## src/rtl/ssg_pkg.sv

```systemverilog
// ssg_pkg: shared constants and helpers for the seven-segment scan controller.
//   - GUARD_SUBPHASE / LAST_SUBPHASE : subphase numbering of the PWM slot
//   - BLINK_DIV_Rn                   : divisors of CLK_FREQUENCY_HZ per blink rate
//   - blink_half_period()            : blink half-period in clocks for a rate select
//   - hex_to_seg()                   : 0-F to active-low {g,f,e,d,c,b,a} table
package ssg_pkg;

  // Subphase 0 of every digit slot keeps all anodes off so the previous
  // digit's pattern cannot ghost onto the next anode.
  localparam logic [3:0] GUARD_SUBPHASE = 4'd0;
  localparam logic [3:0] LAST_SUBPHASE  = 4'd15;

  // Blink half-period = CLK_FREQUENCY_HZ / divisor (rate 0 is 2*F, rate 1 is F).
  localparam int unsigned BLINK_DIV_R2 = 2;
  localparam int unsigned BLINK_DIV_R3 = 4;
  localparam int unsigned BLINK_DIV_R4 = 8;
  localparam int unsigned BLINK_DIV_R5 = 16;
  localparam int unsigned BLINK_DIV_R6 = 20;
  localparam int unsigned BLINK_DIV_R7 = 24;

  // Only ever called with constant arguments, so it folds to a constant.
  function automatic logic [31:0] blink_half_period(input logic [2:0]  sel,
                                                    input int unsigned clk_hz);
    int unsigned half;
    case (sel)
      3'd0:    half = clk_hz * 2;
      3'd1:    half = clk_hz;
      3'd2:    half = clk_hz / BLINK_DIV_R2;
      3'd3:    half = clk_hz / BLINK_DIV_R3;
      3'd4:    half = clk_hz / BLINK_DIV_R4;
      3'd5:    half = clk_hz / BLINK_DIV_R5;
      3'd6:    half = clk_hz / BLINK_DIV_R6;
      default: half = clk_hz / BLINK_DIV_R7;
    endcase
    // A zero half-period would never hit terminal count; clamp to 1.
    if (half == 0) half = 1;
    return half;
  endfunction

  function automatic logic [6:0] hex_to_seg(input logic [3:0] value);
    logic [6:0] seg;
    case (value)
      4'h0:    seg = 7'b1000000;
      4'h1:    seg = 7'b1111001;
      4'h2:    seg = 7'b0100100;
      4'h3:    seg = 7'b0110000;
      4'h4:    seg = 7'b0011001;
      4'h5:    seg = 7'b0010010;
      4'h6:    seg = 7'b0000010;
      4'h7:    seg = 7'b1111000;
      4'h8:    seg = 7'b0000000;
      4'h9:    seg = 7'b0010000;
      4'hA:    seg = 7'b0001000;
      4'hB:    seg = 7'b0000011;
      4'hC:    seg = 7'b1000110;
      4'hD:    seg = 7'b0100001;
      4'hE:    seg = 7'b0000110;
      default: seg = 7'b0001110;
    endcase
    return seg;
  endfunction

endpackage

```

## src/rtl/ssg_blink_gen.sv

```systemverilog
// ssg_blink_gen: square-wave blink phase generator.
//   CLK         in  system clock, rising edge
//   RESET       in  synchronous active-high reset
//   BLINK_RATE  in  half-period select 0..7
//   BLINK_PHASE out toggles each time the counter reaches its terminal count
module ssg_blink_gen
  import ssg_pkg::*;
#(
  parameter int unsigned CLK_FREQUENCY_HZ = 50000000
) (
  input  logic       CLK,
  input  logic       RESET,
  input  logic [2:0] BLINK_RATE,
  output logic       BLINK_PHASE
);

  localparam logic [31:0] HALF_0 = blink_half_period(3'd0, CLK_FREQUENCY_HZ);
  localparam logic [31:0] HALF_1 = blink_half_period(3'd1, CLK_FREQUENCY_HZ);
  localparam logic [31:0] HALF_2 = blink_half_period(3'd2, CLK_FREQUENCY_HZ);
  localparam logic [31:0] HALF_3 = blink_half_period(3'd3, CLK_FREQUENCY_HZ);
  localparam logic [31:0] HALF_4 = blink_half_period(3'd4, CLK_FREQUENCY_HZ);
  localparam logic [31:0] HALF_5 = blink_half_period(3'd5, CLK_FREQUENCY_HZ);
  localparam logic [31:0] HALF_6 = blink_half_period(3'd6, CLK_FREQUENCY_HZ);
  localparam logic [31:0] HALF_7 = blink_half_period(3'd7, CLK_FREQUENCY_HZ);

  logic [31:0] cnt_q, cnt_d;
  logic [2:0]  rate_q, rate_d;
  logic        phase_q, phase_d;
  logic [31:0] half;

  always_comb begin
    case (rate_q)
      3'd0:    half = HALF_0;
      3'd1:    half = HALF_1;
      3'd2:    half = HALF_2;
      3'd3:    half = HALF_3;
      3'd4:    half = HALF_4;
      3'd5:    half = HALF_5;
      3'd6:    half = HALF_6;
      default: half = HALF_7;
    endcase

    cnt_d   = cnt_q + 32'd1;
    rate_d  = rate_q;
    phase_d = phase_q;
    // A rate change restarts the period from 0 and suppresses the toggle
    // that a stale count could otherwise produce against the new limit.
    if (BLINK_RATE != rate_q) begin
      cnt_d  = '0;
      rate_d = BLINK_RATE;
    end else if (cnt_q >= half - 32'd1) begin
      cnt_d   = '0;
      phase_d = ~phase_q;
    end
  end

  always_ff @(posedge CLK) begin
    if (RESET) begin
      cnt_q   <= '0;
      rate_q  <= '0;
      phase_q <= 1'b0;
    end else begin
      cnt_q   <= cnt_d;
      rate_q  <= rate_d;
      phase_q <= phase_d;
    end
  end

  assign BLINK_PHASE = phase_q;

endmodule

```

## src/rtl/ssg_mux_ctrl.sv

```systemverilog
// ssg_mux_ctrl: multiplexed seven-segment display scanner with PWM brightness.
//   CLK, RESET        clock and synchronous active-high reset
//   DIN               hex value, nibble i shown on digit i
//   SEG_DATA          raw active-low {g..a,dp} byte per digit (dp used in both modes)
//   REFRESH_RATE_DIV  clocks per PWM subphase (0/1 = one clock)
//   BLANK, BLINK      per-digit force-off / blink enable
//   AUTOBLANK         hide leading zero digits in hex mode
//   BLINK_RATE        blink period select, see ssg_blink_gen
//   USE_SEGMENT_DATA  1 = show SEG_DATA bytes, 0 = decode DIN
//   BRIGHTNESS        number of lit subphases per 16-subphase slot
//   AN, SEG           registered anode / segment drive
//   FRAME_DONE        one-cycle pulse as the scan returns to digit 0
// Each digit slot is 16 subphases; subphase 0 is a dark guard. All display
// inputs are sampled into shadow registers once per frame.
module ssg_mux_ctrl
  import ssg_pkg::*;
#(
  parameter int          NUM_DIGITS       = 8,
  parameter int unsigned CLK_FREQUENCY_HZ = 50000000,
  parameter bit          ANODE_ACTIVE_LOW = 1'b1,
  parameter bit          SEG_ACTIVE_LOW   = 1'b1
) (
  input  logic                    CLK,
  input  logic                    RESET,
  input  logic [4*NUM_DIGITS-1:0] DIN,
  input  logic [8*NUM_DIGITS-1:0] SEG_DATA,
  input  logic [23:0]             REFRESH_RATE_DIV,
  input  logic [NUM_DIGITS-1:0]   BLANK,
  input  logic                    AUTOBLANK,
  input  logic [NUM_DIGITS-1:0]   BLINK,
  input  logic [2:0]              BLINK_RATE,
  input  logic                    USE_SEGMENT_DATA,
  input  logic [3:0]              BRIGHTNESS,
  output logic [NUM_DIGITS-1:0]   AN,
  output logic [7:0]              SEG,
  output logic                    FRAME_DONE
);

  localparam int DIG_W = $clog2(NUM_DIGITS);
  localparam logic [DIG_W-1:0]      LAST_DIGIT = DIG_W'(NUM_DIGITS - 1);
  localparam logic [NUM_DIGITS-1:0] AN_OFF     = ANODE_ACTIVE_LOW ? '1 : '0;
  localparam logic [7:0]            SEG_OFF    = SEG_ACTIVE_LOW ? 8'hFF : 8'h00;

  // Scan counters
  logic [23:0]      pre_q, pre_d;
  logic [3:0]       sub_q, sub_d;
  logic [DIG_W-1:0] dig_q, dig_d;
  logic             frame_done_q, frame_done_d;
  logic             load_pend_q, load_pend_d;

  // Shadow copies of the display inputs
  logic [4*NUM_DIGITS-1:0] din_s_q, din_s_d;
  logic [8*NUM_DIGITS-1:0] seg_data_s_q, seg_data_s_d;
  logic [NUM_DIGITS-1:0]   blank_s_q, blank_s_d;
  logic [NUM_DIGITS-1:0]   blink_s_q, blink_s_d;
  logic                    autoblank_s_q, autoblank_s_d;
  logic                    use_seg_s_q, use_seg_s_d;
  logic [3:0]              bright_s_q, bright_s_d;

  // Registered outputs
  logic [NUM_DIGITS-1:0] an_q, an_d;
  logic [7:0]            seg_q, seg_d;

  // Combinational helpers
  logic                  tick;
  logic                  wrap;
  logic                  capture;
  logic                  blink_phase;
  logic                  zero_run;
  logic [NUM_DIGITS-1:0] lead_zero;
  logic [3:0]            cur_nib;
  logic [7:0]            cur_byte;
  logic [7:0]            pattern;
  logic [NUM_DIGITS-1:0] onehot;
  logic                  lit;

  ssg_blink_gen #(
    .CLK_FREQUENCY_HZ(CLK_FREQUENCY_HZ)
  ) u_blink (
    .CLK        (CLK),
    .RESET      (RESET),
    .BLINK_RATE (BLINK_RATE),
    .BLINK_PHASE(blink_phase)
  );

  // Prescaler, subphase and digit counters
  always_comb begin
    // '>=' keeps the prescaler from running away if the divider shrinks mid-count.
    tick  = (REFRESH_RATE_DIV <= 24'd1) || (pre_q >= REFRESH_RATE_DIV - 24'd1);
    pre_d = tick ? '0 : pre_q + 24'd1;
    sub_d = sub_q;
    dig_d = dig_q;
    wrap  = 1'b0;
    if (tick) begin
      sub_d = sub_q + 4'd1;
      if (sub_q == LAST_SUBPHASE) begin
        if (dig_q == LAST_DIGIT) begin
          dig_d = '0;
          wrap  = 1'b1;
        end else begin
          dig_d = dig_q + DIG_W'(1);
        end
      end
    end
    frame_done_d = wrap;
  end

  // Shadow capture: once right after reset, then at every frame boundary
  always_comb begin
    capture       = load_pend_q || wrap;
    load_pend_d   = 1'b0;
    din_s_d       = capture ? DIN              : din_s_q;
    seg_data_s_d  = capture ? SEG_DATA         : seg_data_s_q;
    blank_s_d     = capture ? BLANK            : blank_s_q;
    blink_s_d     = capture ? BLINK            : blink_s_q;
    autoblank_s_d = capture ? AUTOBLANK        : autoblank_s_q;
    use_seg_s_d   = capture ? USE_SEGMENT_DATA : use_seg_s_q;
    bright_s_d    = capture ? BRIGHTNESS       : bright_s_q;
  end

  // Output decision for the digit currently being scanned
  always_comb begin
    // lead_zero[i]: nibbles i..top are all zero. Digit 0 always shows.
    lead_zero = '0;
    zero_run  = 1'b1;
    for (int i = NUM_DIGITS - 1; i >= 0; i--) begin
      zero_run     = zero_run && (din_s_q[4*i +: 4] == 4'd0);
      lead_zero[i] = zero_run;
    end
    lead_zero[0] = 1'b0;

    cur_nib  = din_s_q[4*dig_q +: 4];
    cur_byte = seg_data_s_q[8*dig_q +: 8];
    pattern  = use_seg_s_q ? cur_byte : {hex_to_seg(cur_nib), cur_byte[0]};

    lit = (sub_q != GUARD_SUBPHASE) && (sub_q <= bright_s_q)
          && !blank_s_q[dig_q]
          && !(autoblank_s_q && !use_seg_s_q && lead_zero[dig_q])
          && !(blink_s_q[dig_q] && blink_phase);

    onehot        = '0;
    onehot[dig_q] = 1'b1;

    an_d  = AN_OFF;
    seg_d = SEG_OFF;
    if (lit) begin
      an_d  = ANODE_ACTIVE_LOW ? ~onehot : onehot;
      seg_d = SEG_ACTIVE_LOW ? pattern : ~pattern;
    end
  end

  always_ff @(posedge CLK) begin
    if (RESET) begin
      pre_q         <= '0;
      sub_q         <= '0;
      dig_q         <= '0;
      frame_done_q  <= 1'b0;
      load_pend_q   <= 1'b1;
      din_s_q       <= '0;
      seg_data_s_q  <= '0;
      blank_s_q     <= '0;
      blink_s_q     <= '0;
      autoblank_s_q <= 1'b0;
      use_seg_s_q   <= 1'b0;
      bright_s_q    <= '0;
      an_q          <= AN_OFF;
      seg_q         <= SEG_OFF;
    end else begin
      pre_q         <= pre_d;
      sub_q         <= sub_d;
      dig_q         <= dig_d;
      frame_done_q  <= frame_done_d;
      load_pend_q   <= load_pend_d;
      din_s_q       <= din_s_d;
      seg_data_s_q  <= seg_data_s_d;
      blank_s_q     <= blank_s_d;
      blink_s_q     <= blink_s_d;
      autoblank_s_q <= autoblank_s_d;
      use_seg_s_q   <= use_seg_s_d;
      bright_s_q    <= bright_s_d;
      an_q          <= an_d;
      seg_q         <= seg_d;
    end
  end

  assign AN         = an_q;
  assign SEG        = seg_q;
  assign FRAME_DONE = frame_done_q;

endmodule

```

## config.mk

```make
export PLATFORM = sky130hd
export DESIGN_NAME = ssg_mux_ctrl
export DESIGN_NICKNAME = d
export VERILOG_FILES = /design/src/rtl/ssg_pkg.sv /design/src/rtl/ssg_blink_gen.sv /design/src/rtl/ssg_mux_ctrl.sv
export SDC_FILE = /design/constraint.sdc
export NUM_CORES = 1
export LEC_CHECK = 0
export BUFFER_PORTS_ARGS = -buffer_cell sky130_fd_sc_hd__buf_2
export CAP_MARGIN = 0
export CORE_MARGIN = 3
export CORE_UTILIZATION = 40
export CTS_CLUSTER_DIAMETER = 100
export CTS_CLUSTER_SIZE = 8
export DETAILED_ROUTE_END_ITERATION = 8
export PLACE_DENSITY_LB_ADDON = 0.2
export SYNTH_ARGS = -nofsm -noshare
export SYNTH_HDL_FRONTEND = slang
export SYNTH_HIERARCHICAL = 1
export SYNTH_SLANG_ARGS = --single-unit
```

## constraint.sdc

```tcl
create_clock -name CLK -period 5.35 [get_ports CLK]
set_input_delay 0.2675 -clock CLK [delete_from_list [all_inputs] [get_ports CLK]]
set_output_delay 0.2675 -clock CLK [all_outputs]
set_load 0.005 [all_outputs]
```

==> flow_summary.ini, run 1 <==
[critical_path]
arrival_ns = 4.47
crit_type = primary input to register
crit_chain = buf_2, nor4_1, nor2b_1, nor2b_1, nand2_1, nor4_1, xnor2_1, ha_1, nand3_1, nor3_1, nand4_1, o21ai_1, o311a_4, a21o_4, buf_4, mux2i_1
r2r-start = dig_q[0]
reg2reg_to = SEG[5]
crit_required_ns = 5.81
crit_path_end_kind = register
cp_max_fo = 35
r2r.worst_path.cells = 10
kind_of_start_point_of_the_critical_path = primary input
worst-r2r-setup-slack_ns = 1.69
crit_path_max_incr_delay_ns = 0.54
crit_slowest_cell = sky130_fd_sc_hd__a21o_4

[die]
die_width_um = 173
design.portCount = 164
starting_density_of_the_core_pct = 41.0
die_height_um = 173
fp-row-count = 60
fp.coreArea_mm2 = 0.0271
fp.dieArea_mm2 = 0.0298

[synth]
yosysWarnings = 6
synth.cell_area_mm2 = 0.0111
syn-instance-count = 1290
synth_enable_flop_cells = 0
seq_area_frac_synth_pct = 36.6
ys_flop_type = sky130_fd_sc_hd__dfxtp_1
syn-mean-instance-area_um2 = 8.62
synth.ff_latch_count = 203
synth.distinct_cells = 62
synth_async_sr_flop_share_pct = 0

[global_routing]
grt_first_pass_wirelength_mm = 48.2
gr-usage-all-layers_pct = 19.2
antenna_violations_before_repair = 0
grt_start_max_net_pins = 107
grt_overflow_total = 0
number_of_global_route_vias_before_repair = 9587

[sta]
grt_setup_unrepaired = no
timing.slew.headroom_pct = 35.0
finClkSkew_ns = 0.0127
fin_tns_setup_ns = 0
final-hold-violation-count = 0
final_layout_worst_hold_slack_ns = 0.00983
worst_pin_slew_ns = 0.975
period_share_pct = 74.8
setup-violations-final = 0
final.min_clock_period_ns = 4.00
fmaxAchievable_mhz = 250
drv_slew = 0

[power]
power_density_mw_per_mm2 = 257
power_switching_uw = 876
static-leakage-power_nw = 5.98
p_seq_share_pct = 44.9
power.internal_mw = 2.74
power.clock.fraction_pct = 43.8
power_switching_share_pct = 24.3
power.combinational.fraction_pct = 11.3
ir_drop_uv = 236

[clocking]
clock_latency_reported_for_the_late_side_of_the_worst_skew_pair_ns = 0.54
max-clock-path-buffers = 3
clock_tree.htree_level_count = 1
tritoncts_clock_tree = done
clock_root_cell = sky130_fd_sc_hd__clkbuf_16
clock-sinks = 203
tritoncts.num_buffers = 29
clkSlewWorstSetupHoldPaths_ns = 0.05

[detailed_routing]
avg_wl_per_cell_um = 15.3
first_pass_iters = 4
detail_route.drc_violations = 0
detail-route-antenna-nets = 0
routed_wirelength_mm = 29.2
detailedRoute.firstIterationViolations = 450
dr_total_vias = 9581
drt-vias-per-instance = 5.02

[worst_hold_path]
hold_path.startpoint = DIN[23]
worstHoldEndpoint = din_s_q[23]
hp-class = primary input to register
worst_hold_path.num_cells = 3

[finish]
most_frequent_cells_in_the_layout = sky130_fd_sc_hd__nand2_1, sky130_fd_sc_hd__dfxtp_1, sky130_fd_sc_hd__buf_2
layoutNonFillerInstCount = 1910
design.final.nets = 1754
final_common_cell = sky130_fd_sc_hd__nand2_1
final_core_utilization_pct = 51.8
layout-area-overhead-vs-synth_pct = 26.2
fraction_of_layout_instances_using_a_drive_strength_above_1_pct = 15.7
antenna_cells = 0

[job]
max_cap_viol_count = 0

[placed_design]
dp_hpwl_mm = 20.6
placed_cells_incl_taps = 1768
place.port_buffers = 163
finalWeightedCongestion = 0.822

[run_status]
run_status = finished, final reports clean
-- critical path: cells and delay by family --
kind / cells / cell delay [ns]
AO/OA/AOI/OAI: 3 / 1.06
XOR/XNOR: 1 / 0.11
adder cells (fa/ha/maj): 1 / 0.28
buffers and inverters: 2 / 0.52
multiplexers: 1 / 0.23
AND/OR/NAND/NOR: 8 / 1.97
-- synth_stat cells (25+ instances only) --
cell type                  instances  area [µm²]
sky130_fd_sc_hd__nand2_1         298        1120
sky130_fd_sc_hd__dfxtp_1         203        4060
sky130_fd_sc_hd__mux2i_1         134        1340
sky130_fd_sc_hd__nor2_1          110         413
sky130_fd_sc_hd__ha_1             69         863
sky130_fd_sc_hd__clkbuf_1         45         169
sky130_fd_sc_hd__xnor2_1          44         385
sky130_fd_sc_hd__nand3_1          39         195
sky130_fd_sc_hd__xor2_1           35         307
sky130_fd_sc_hd__a21oi_1          30         150
sky130_fd_sc_hd__inv_1            25        93.8
-- power groups by stage --
stage	Combinational [mW]	Clock [mW]	Sequential, mW
6_report	0.410	1.58	1.62
5_1_grt	0.459	1.69	1.63
4_1_cts	0.411	1.63	1.62
3_5_place_dp	0.346	0	1.65
3_3_place_gp	0.341	0	1.65
2_1_floorplan	0.240	0	1.63
-- layer usage --
metal | global-route usage (%) | routed length [µm] | part of all wire, % | vias to the layer above
met4 | 7.13 | 1040 | 3.5 | 0
met2 | 30.9 | 13100 | 45 | 201
met3 | 3.01 | 1150 | 3.9 | 66
li1 | - | - | - | 4913
met5 | 0 | 0 | 0 | -
met1 | 26.2 | 14000 | 48 | 4401
-- how the worst max path moves through the flow --
stage,start,endpoint,slack [ns]
2_1_floorplan,REFRESH_RATE_DIV[3],din_s_q[11],1.38
3_3_place_gp,REFRESH_RATE_DIV[6],seg_data_s_q[24],0.92
3_5_place_dp,REFRESH_RATE_DIV[6],seg_data_s_q[0],0.83
4_1_cts,REFRESH_RATE_DIV[6],seg_data_s_q[7],1.38
5_1_grt,REFRESH_RATE_DIV[6],seg_data_s_q[13],0.92
6_report,REFRESH_RATE_DIV[6],seg_data_s_q[7],1.35
-- sequential cells by signal, indices dropped and copies added (netlist names), 3 cells and up --
register	flops
sub_q	4
seg_data_s_q	64
SEG	8
blank_s_q	8
AN	8
bright_s_q	4
u_blink/rate_q	3
din_s_q	32
pre_q	24
u_blink/cnt_q	32
blink_s_q	8
dig_q	3
-- cell type report --
cell class	instances	area [µm²]
Multi-Input combinational cell	993	6600
Clock buffer	29	726
Timing Repair Buffer	286	2040
Sequential cell	203	4070
Clock inverter	2	27.5
Tap cell	372	465
Inverter	25	98.8
Fill cell	2546	13100
-- stage by stage --
step / area (µm²) / total power, mW / worst slack [ns]
2_1_floorplan: 11100 / 1.87 / 1.38
3_3_place_gp: 12200 / 1.99 / 0.921
3_5_place_dp: 12200 / 2.00 / 0.828
4_1_cts: 14000 / 3.66 / 1.38
5_1_grt: 14000 / 3.78 / 0.922
6_report: 14000 / 3.61 / 1.35
-- logic make-up after synthesis --
kind of cell,Yosys count,synth area share [%]
buffers and inverters,96,4.20
flip-flops,203,36.6
other,2,0.0676
multiplexers,156,15.4
AO/OA/AOI/OAI,119,7.42
XOR/XNOR,79,6.23
adder cells (fa/ha/maj),69,7.77
AND/OR/NAND/NOR,566,22.3
-- timing repair --
action,CTS,global route
endpoints found under the hold margin,111,0
resized for setup,0,0
buffers inserted,0,0
hold buffers,111,0
Note: power is estimated with default switching activity, not from simulation.
==> inputs of run 2 (changes only) <==
==> constraint.sdc (replaced) <==
create_clock -name CLK -period 3.33 [get_ports CLK]
set_input_delay 0.1665 -clock CLK [delete_from_list [all_inputs] [get_ports CLK]]
set_output_delay 0.1665 -clock CLK [all_outputs]
set_load 0.005 [all_outputs]
==> run 2 against run 1 <==
Against the previous run: via count increased by 2.4%; core utilization up 2.2 points; sequential share of layout area fell by 1.2 points; clock power is 62% higher; clock skew is 0.016 ns higher; setup slack got worse by 0.99 ns; sequential power is 60% higher; die area unchanged; cell area is 4.2% higher.
==> flow_summary.ini, run 2 (synthesis gave the netlist of run 1 again) <==
[critical_path]
cp_max_fo = 23
arrival_ns = 3.39
kind_of_start_point_of_the_critical_path = primary input
crit_type = primary input to register
crit_path_end_kind = register
crit_required_ns = 3.74

[die]
die_width_um = 173
fp.dieArea_mm2 = 0.0298
starting_density_of_the_core_pct = 41.0
die_height_um = 173
design.portCount = 164
fp.coreArea_mm2 = 0.0271
fp-row-count = 60

[power]
power_switching_share_pct = 24.5
power_switching_mw = 1.44
power.internal_mw = 4.44
power_density_mw_per_mm2 = 402
fin_total_pwr_mw = 5.88
power.combinational.fraction_pct = 12.1
static-leakage-power_nw = 6.29
ir_drop_uv = 370
power.clock.fraction_pct = 43.6
p_seq_share_pct = 44.3

[finish]
fraction_of_layout_instances_using_a_drive_strength_above_1_pct = 18.6
final_common_cell = sky130_fd_sc_hd__nand2_1
multi_input_comb_area_mm2 = 0.00666
most_frequent_cells_in_the_layout = sky130_fd_sc_hd__nand2_1, sky130_fd_sc_hd__dfxtp_1, sky130_fd_sc_hd__buf_2
filler_cell_count = 2512
largest_registers = seg_data_s_q (64), din_s_q (32), u_blink/cnt_q (32)
largest_reg_flops = 64
layout-area-overhead-vs-synth_pct = 31.6
layoutNonFillerInstCount = 1968
design.final.nets = 1812
seq_area_mm2 = 0.00407
antenna_cells = 0
largest_register = seg_data_s_q

[clocking]
clock_tree.htree_level_count = 1
tritoncts_clock_tree = done
clock_root_cell = sky130_fd_sc_hd__clkbuf_16
clock-sinks = 203
post-cts-setup-buffer-count = 0
tritoncts.num_buffers = 29
post_cts_resize_count = 0
clock_latency_reported_for_the_late_side_of_the_worst_skew_pair_ns = 0.55
max-clock-path-buffers = 3
clkSlewWorstSetupHoldPaths_ns = 0.05

[sta]
drv_slew = 0
timing.slew.headroom_pct = 44.7
final-hold-violation-count = 0
fin_tns_setup_ns = 0
grt_setup_unrepaired = no
finClkSkew_ns = 0.0290
final.min_clock_period_ns = 2.98
period_share_pct = 89.4
fmaxAchievable_mhz = 336
worst_pin_slew_ns = 0.829
setup-violations-final = 0

[detailed_routing]
detail-route-antenna-nets = 0
first_pass_iters = 5
detail_route.drc_violations = 0
avg_wl_per_cell_um = 15.0
dr_total_vias = 9808
routed_wirelength_mm = 29.6
drt-vias-per-instance = 4.98
detailedRoute.firstIterationViolations = 535

[placed_design]
place.port_buffers = 163
finalWeightedCongestion = 0.837
dp_hpwl_mm = 20.8
placed_cells_incl_taps = 1815

[global_routing]
antenna_violations_before_repair = 0
gr-usage-all-layers_pct = 19.6
grt_start_max_net_pins = 115
number_of_global_route_vias_before_repair = 9930
grt_first_pass_wirelength_mm = 49.7
grt_overflow_total = 0

[job]
max_cap_viol_count = 0

[worst_hold_path]
hp-class = primary input to register

[run_status]
run_status = finished, final reports clean
run 2: cell types whose count changed in the layout (fill, tap and decap cells not counted), sizes merged:
cell	previous run	this run
buf	175	222
dlygate4sd3	111	122
run 2: timing repair:
item	CTS	global route
setup endpoints to repair	0	0
hold buffers	122	0
hold endpoints to repair	122	0
run 2: worst max-delay path: stages:
cell and delay [ns]:
sky130_fd_sc_hd__buf_2 0.11, sky130_fd_sc_hd__nor4_2 0.29, sky130_fd_sc_hd__nor2b_2 0.23, sky130_fd_sc_hd__nor2b_4 0.17
sky130_fd_sc_hd__nand2_2 0.09, sky130_fd_sc_hd__buf_4 0.14, sky130_fd_sc_hd__xor2_1 0.19, sky130_fd_sc_hd__ha_1 0.29
sky130_fd_sc_hd__nand4_1 0.12, sky130_fd_sc_hd__o21bai_1 0.10, sky130_fd_sc_hd__a221oi_1 0.33, sky130_fd_sc_hd__o21ai_1 0.16
sky130_fd_sc_hd__o311a_4 0.33, sky130_fd_sc_hd__a21o_4 0.31, sky130_fd_sc_hd__buf_12 0.21, sky130_fd_sc_hd__mux2i_1 0.13
run 2: cell type report:
type	count	area share [%]
Timing Repair Buffer	344	17.6
Inverter	25	0.676
Multi-Input combinational cell	993	45.5
Tap cell	372	3.18
Clock buffer	29	4.96
Clock inverter	2	0.188
Sequential cell	203	27.8
run 2: power by group through the flow:
| stage | clock network [mW] | registers [mW] | logic, mW |
|---|---|---|---|
| after global placement | 0 | 2.65 | 0.585 |
| after detailed placement | 0 | 2.65 | 0.595 |
| final | 2.56 | 2.60 | 0.708 |
| after CTS | 2.64 | 2.60 | 0.709 |
| after global routing | 2.73 | 2.61 | 0.789 |
| after floorplan | 0 | 2.62 | 0.388 |
run 2: worst paths after layout:
check / startpoint / end / slack [ns] / cells after the start
max: REFRESH_RATE_DIV[6] / seg_data_s_q[8] / 0.35 / 16
min: DIN[18] / din_s_q[18] / 0.41 / 4
max reg2reg: u_blink/rate_q[0] / u_blink/BLINK_PHASE / 0.65 / 9
min reg2reg: blink_s_q[6] / blink_s_q[6] / 0.45 / 2
run 2: metrics by stage:
step	util (%)	cell area (µm²)	setup WS (ns)	hold WS (ns)
after floorplan	-	11200	-0.00804	0.194
after global placement	46.7	12600	-0.122	0.409
after detailed placement	46.7	12600	-0.196	0.414
after CTS	54.0	14600	0.354	0.386
after global routing	54.0	14600	0.0420	0.419
final	54.0	14600	0.354	0.414
run 2: layer usage:
layer  part of all wire [%]  vias to the layer above  global-route usage (%)
met3                    3.6                       60                    2.72
li1                       -                     5021                       -
met4                    3.1                        0                    5.98
met2                     46                      204                    32.6
met5                      0                        -                       0
met1                     47                     4523                    26.7
